==> src/rtl/v_hier_qvec_pkg.sv <==
// v_hier_qvec_pkg: shared widths, entry layout and detector states for the qvec capture block
package v_hier_qvec_pkg;
  localparam int QVEC_W = 4;
  localparam int QVEC_TS_W = 8;
  typedef struct packed {
    logic [QVEC_W-1:0]    data;
    logic [QVEC_TS_W-1:0] ts;
  } qvec_entry_t;
  typedef enum logic {CAP_UNARMED, CAP_ARMED} cap_state_e;
endpackage

==> src/rtl/v_hier_qvec_fifo.sv <==
// v_hier_qvec_fifo: DEPTH-entry FIFO, extra pointer MSB separates full from empty
module v_hier_qvec_fifo #(
  parameter int W = 12,
  parameter int DEPTH = 4
) (
  input  logic         clk,
  input  logic         rst_n,
  input  logic         push,
  input  logic         pop,
  input  logic [W-1:0] wdata,
  output logic [W-1:0] rdata,
  output logic         full,
  output logic         empty
);
  localparam int AW = $clog2(DEPTH);
  logic [W-1:0] mem [DEPTH];
  logic [AW:0] wr_ptr, rd_ptr;
  logic wr_en, rd_en;
  assign empty = wr_ptr == rd_ptr;
  assign full = (wr_ptr[AW] != rd_ptr[AW]) && (wr_ptr[AW-1:0] == rd_ptr[AW-1:0]);
  // a pop on the same edge frees the slot being written when full
  assign wr_en = push && (!full || pop);
  assign rd_en = pop && !empty;
  assign rdata = mem[rd_ptr[AW-1:0]];
  always_ff @(posedge clk or negedge rst_n)
    if (!rst_n) begin
      wr_ptr <= '0;
      rd_ptr <= '0;
    end else begin
      if (wr_en) wr_ptr <= wr_ptr + 1'b1;
      if (rd_en) rd_ptr <= rd_ptr + 1'b1;
    end
  always_ff @(posedge clk)
    if (wr_en) mem[wr_ptr[AW-1:0]] <= wdata;
endmodule

==> src/rtl/v_hier_qvec_capture.sv <==
// v_hier_qvec_capture: timestamps qvec changes into a FIFO with valid/ready output
// V_HIER_QVEC_OVF_CNT_EN adds a saturating dropped-change counter output ovf_cnt
module v_hier_qvec_capture
  import v_hier_qvec_pkg::*;
#(
  parameter int WIDTH = QVEC_W,
  parameter int DEPTH = 4,
  parameter int TS_W = QVEC_TS_W
) (
  input  logic             clk,
  input  logic             rst_n,
  input  logic             sample_en,
  input  logic [WIDTH-1:0] qvec,
  input  logic             clr_ovf,
  output logic             out_valid,
  input  logic             out_ready,
  output logic [WIDTH-1:0] out_data,
  output logic [TS_W-1:0]  out_ts,
  output logic             full,
  output logic             empty,
  output logic             overflow
`ifdef V_HIER_QVEC_OVF_CNT_EN
  ,
  output logic [7:0]       ovf_cnt
`endif
);
  cap_state_e state;
  logic [WIDTH-1:0] prev_q;
  logic [TS_W-1:0] ts;
  logic [WIDTH+TS_W-1:0] head;
  logic push, pop, drop;
  assign push = sample_en && (state == CAP_UNARMED || qvec != prev_q);
  assign pop = out_valid && out_ready;
  assign drop = push && full && !pop;
  assign out_valid = !empty;
  assign out_data = out_valid ? head[WIDTH+TS_W-1:TS_W] : '0;
  assign out_ts = out_valid ? head[TS_W-1:0] : '0;
  v_hier_qvec_fifo #(.W(WIDTH + TS_W), .DEPTH(DEPTH)) u_fifo (
    .clk   (clk),
    .rst_n (rst_n),
    .push  (push),
    .pop   (pop),
    .wdata ({qvec, ts}),
    .rdata (head),
    .full  (full),
    .empty (empty)
  );
  // prev_q follows every sample, so a dropped value is not reported again
  always_ff @(posedge clk or negedge rst_n)
    if (!rst_n) begin
      state <= CAP_UNARMED;
      prev_q <= '0;
      ts <= '0;
      overflow <= 1'b0;
    end else begin
      ts <= ts + 1'b1;
      if (sample_en) begin
        state <= CAP_ARMED;
        prev_q <= qvec;
      end
      overflow <= drop ? 1'b1 : clr_ovf ? 1'b0 : overflow;
    end
`ifdef V_HIER_QVEC_OVF_CNT_EN
  always_ff @(posedge clk or negedge rst_n)
    if (!rst_n) ovf_cnt <= '0;
    else ovf_cnt <= drop ? ovf_cnt + {7'd0, ovf_cnt != 8'hFF} : clr_ovf ? 8'd0 : ovf_cnt;
`endif
endmodule

==> config.mk <==
export PLATFORM = sky130hd
export DESIGN_NAME = v_hier_qvec_capture
export DESIGN_NICKNAME = d
export VERILOG_FILES = /design/src/rtl/v_hier_qvec_pkg.sv /design/src/rtl/v_hier_qvec_fifo.sv /design/src/rtl/v_hier_qvec_capture.sv
export SDC_FILE = /design/constraint.sdc
export NUM_CORES = 1
export LEC_CHECK = 0
export BUFFER_PORTS_ARGS = -buffer_cell sky130_fd_sc_hd__buf_2
export CORE_MARGIN = 1
export CORE_UTILIZATION = 35
export CTS_CLUSTER_DIAMETER = 60
export DETAILED_ROUTE_END_ITERATION = 8
export SYNTH_ARGS = -nofsm -noshare
export SYNTH_HDL_FRONTEND = slang
export SYNTH_SLANG_ARGS = --single-unit
==> constraint.sdc <==
create_clock -name clk -period 4.8 [get_ports clk]
set_clock_uncertainty 0.05 [all_clocks]
set_input_delay 0.72 -clock clk [delete_from_list [all_inputs] [get_ports clk]]
set_output_delay 0.72 -clock clk [all_outputs]
set_load 0.02 [all_outputs]
==> flow_metrics.py <==
metrics = {
    "route": {
        "wire_per_inst_microns": 14.7,
        "drt_wl_total_microns": 4360,
        "drc": 0,
        "antenna_left": 0,
        "viasPerCell": 4.53,
        "drt_iter0_drc": 93,
        "vias": 1342,
        "firstDrtPassIters": 4,
    },
    "layout": {
        "fin_nets": 204,
        "syn2layout_area_growth_pct": 14.6,
        "multi_input_area_sq_um": 801,
        "n_antenna_cell": 0,
        "layout_common_cells": "48 x edfxtp_1, 24 x buf_2, 20 x dfrtp_1",
        "layout_commonest_cell": "edfxtp_1",
        "fill_cells": 701,
        "regArea_sq_um": 1940,
        "drive_gt1_frac": 0.325,
    },
    "clock_tree": {
        "cts_tree": "built",
        "hold_buffers": 0,
        "post_cts_buffers": 0,
        "post_cts_resized": 0,
        "clk_pin_slew_ps": 70,
        "tritoncts.num_buffers": 9,
        "clockBufferDepth": 2,
        "clock_sinks": 68,
        "clockRootBuffer": "clkbuf_8",
        "htree_levels": 3,
        "worstSkewPairLatency_ps": 330,
    },
    "floorplanning": {
        "die_x_microns": 91.4,
        "initial_core_util": 0.362,
        "core_sq_um": 7730,
        "dieArea_sq_um": 8360,
        "die_y_microns": 91.4,
        "rows": 32,
        "pin_count": 25,
    },
    "timing": {
        "timing.fmax_mhz": 335,
        "hold_viol": 0,
        "period_minus_slack_ps": 2990,
        "setup_tns_ps": 0,
        "fin_ws_ps": 1810,
        "setup_viol": 0,
        "slew_headroom": 0.377,
        "rsz0062_at_grt": "false",
        "finalCritPeriodShare": 0.623,
        "tightest_slew_ps": 934,
        "slew_viol_final": 0,
    },
    "grt": {
        "overflow": 0,
        "grt_pass1_wl_microns": 7100,
        "grt_antenna_before_repair": 0,
        "grt_pass1_vias": 1359,
        "grt_max_degree": 21,
        "grt.total_usage": 0.120,
    },
    "synthesis": {
        "synth.net_count": 174,
        "synthCells": 159,
        "ys_seq_area_frac": 0.693,
        "yosysWarningCount": 0,
        "yosysUniqueCellTypes": 30,
        "synth-seq-cells": 68,
        "avgSynthCellArea_sq_um": 17.6,
        "syn_area_sq_um": 2800,
    },
    "hold_path": {
        "hold_path_class": "input port to async pin",
    },
    "critical_path": {
        "start_kind": "flip-flop",
        "critPathKind": "flip-flop to output port",
        "cp_data_arrival_time_ps": 2220,
        "crit_required_ps": 4030,
        "crit_fanout": 15,
        "end_kind": "output port",
    },
    "pwr": {
        "power_w": 0.00203,
        "power_density_nw_per_um2": 633,
        "power_leakage_nw": 1.20,
        "ir_drop_mv": 0.194,
    },
    "placed_design": {
        "dp_slack_ps": 2060,
        "io_buffers": 24,
        "gp_congestion": 0.679,
        "dp_hpwl_microns": 2790,
    },
    "outcome": {
        "status": "finished clean",
    },
    "job": {
        "cap_violations": 0,
    },
}
per-stage QoR:
step | instances | utilization | area, sq um | hold WS [ps]
after detailed placement | 280 | 0.390 | 3020 | 414
final | 296 | 0.415 | 3210 | 284
after global placement | 280 | 0.390 | 3020 | 408
after floorplan | 159 | - | 2800 | 374
after global routing | 296 | 0.415 | 3210 | 301
after CTS | 296 | 0.415 | 3210 | 284
cell usage after synthesis:
cell type	number	area (sq um)
ha_1	6	75.1
o22ai_1	1	6.26
buf_4	1	7.51
nand3_1	4	20.0
buf_6	1	11.3
nand4_1	1	6.26
o211a_2	1	10.0
clkbuf_1	2	7.51
buf_2	1	5.00
mux2_1	1	11.3
mux2_4	1	15.0
or2_2	1	6.26
o21ai_0	1	5.00
dfrtp_1	20	500
nor2_1	3	11.3
xor2_1	3	26.3
nand2_1	6	22.5
xnor2_2	1	16.3
xor2_2	1	16.3
inv_2	1	3.75
xnor2_1	13	114
mux2_2	4	45.0
inv_1	6	22.5
nor2_2	1	6.26
a41oi_1	1	8.76
edfxtp_1	48	1440
o21ai_1	1	5.00
nand3_2	1	10.0
mux4_2	12	270
and2_1	15	93.8
flip-flops by register name (all words and copies together), names as in the netlist:
name	count
overflow	1
prev_q	4
state	1
ts	8
u_fifo.mem	48
u_fifo.rd_ptr	3
u_fifo.wr_ptr	3
path summary, 6_finish.rpt:
check	startpoint	end	slack [ps]	cells past startpoint
max in group asynchronous	rst_n	u_fifo.rd_ptr[1]	4090	1
min in group clk	state	state	430	1
max reg2reg	u_fifo.rd_ptr[0]	u_fifo.mem[2][7]	2210	4
min reg2reg	state	state	430	1
max	u_fifo.rd_ptr[0]	out_ts[7]	1810	3
min	rst_n	state	280	1
power by group:
part / internal [W] / leakage [nW] / switching (W)
Sequential: 0.000751 / 0.680 / 0.000108
Clock: 0.000237 / 0.0926 / 0.000209
Combinational: 0.000330 / 0.429 / 0.000398
metal layers:
layer / GRT usage / vias to the layer above / share of wire
li1: - / 645 / -
met2: 0.189 / 22 / 0.49
met4: 0.0595 / 0 / 0.020
met1: 0.147 / 668 / 0.44
met5: 0 / - / 0
met3: 0.0394 / 7 / 0.041
area by class of cell:
class                   count  area share
clock buffers               9      0.0386
multi-input cells          79       0.250
well taps                 102      0.0398
inverters                   7     0.00819
repair buffers             24      0.0374
flip-flops and latches     68       0.605
clock inverters             7      0.0211
critical path: stages (launching register included):
cell     delay (ps)
dfrtp_1         960
mux4_2          610
and2_1          170
buf_2           150
logic make-up (layout without fill, tap and decap cells):
| logic type | after synthesis | after routing | synth area share |
|---|---|---|---|
| AOI/OAI and AO/OA | 5 | 5 | 0.0125 |
| xor gates and xnor gates | 18 | 18 | 0.0617 |
| adders and majority gates | 6 | 6 | 0.0268 |
| buffers and inverters | 12 | 47 | 0.0206 |
| DFF | 68 | 68 | 0.693 |
| muxes | 18 | 18 | 0.122 |
| and+or+nand+nor | 32 | 32 | 0.0630 |
(Power assumes the default switching activity.)
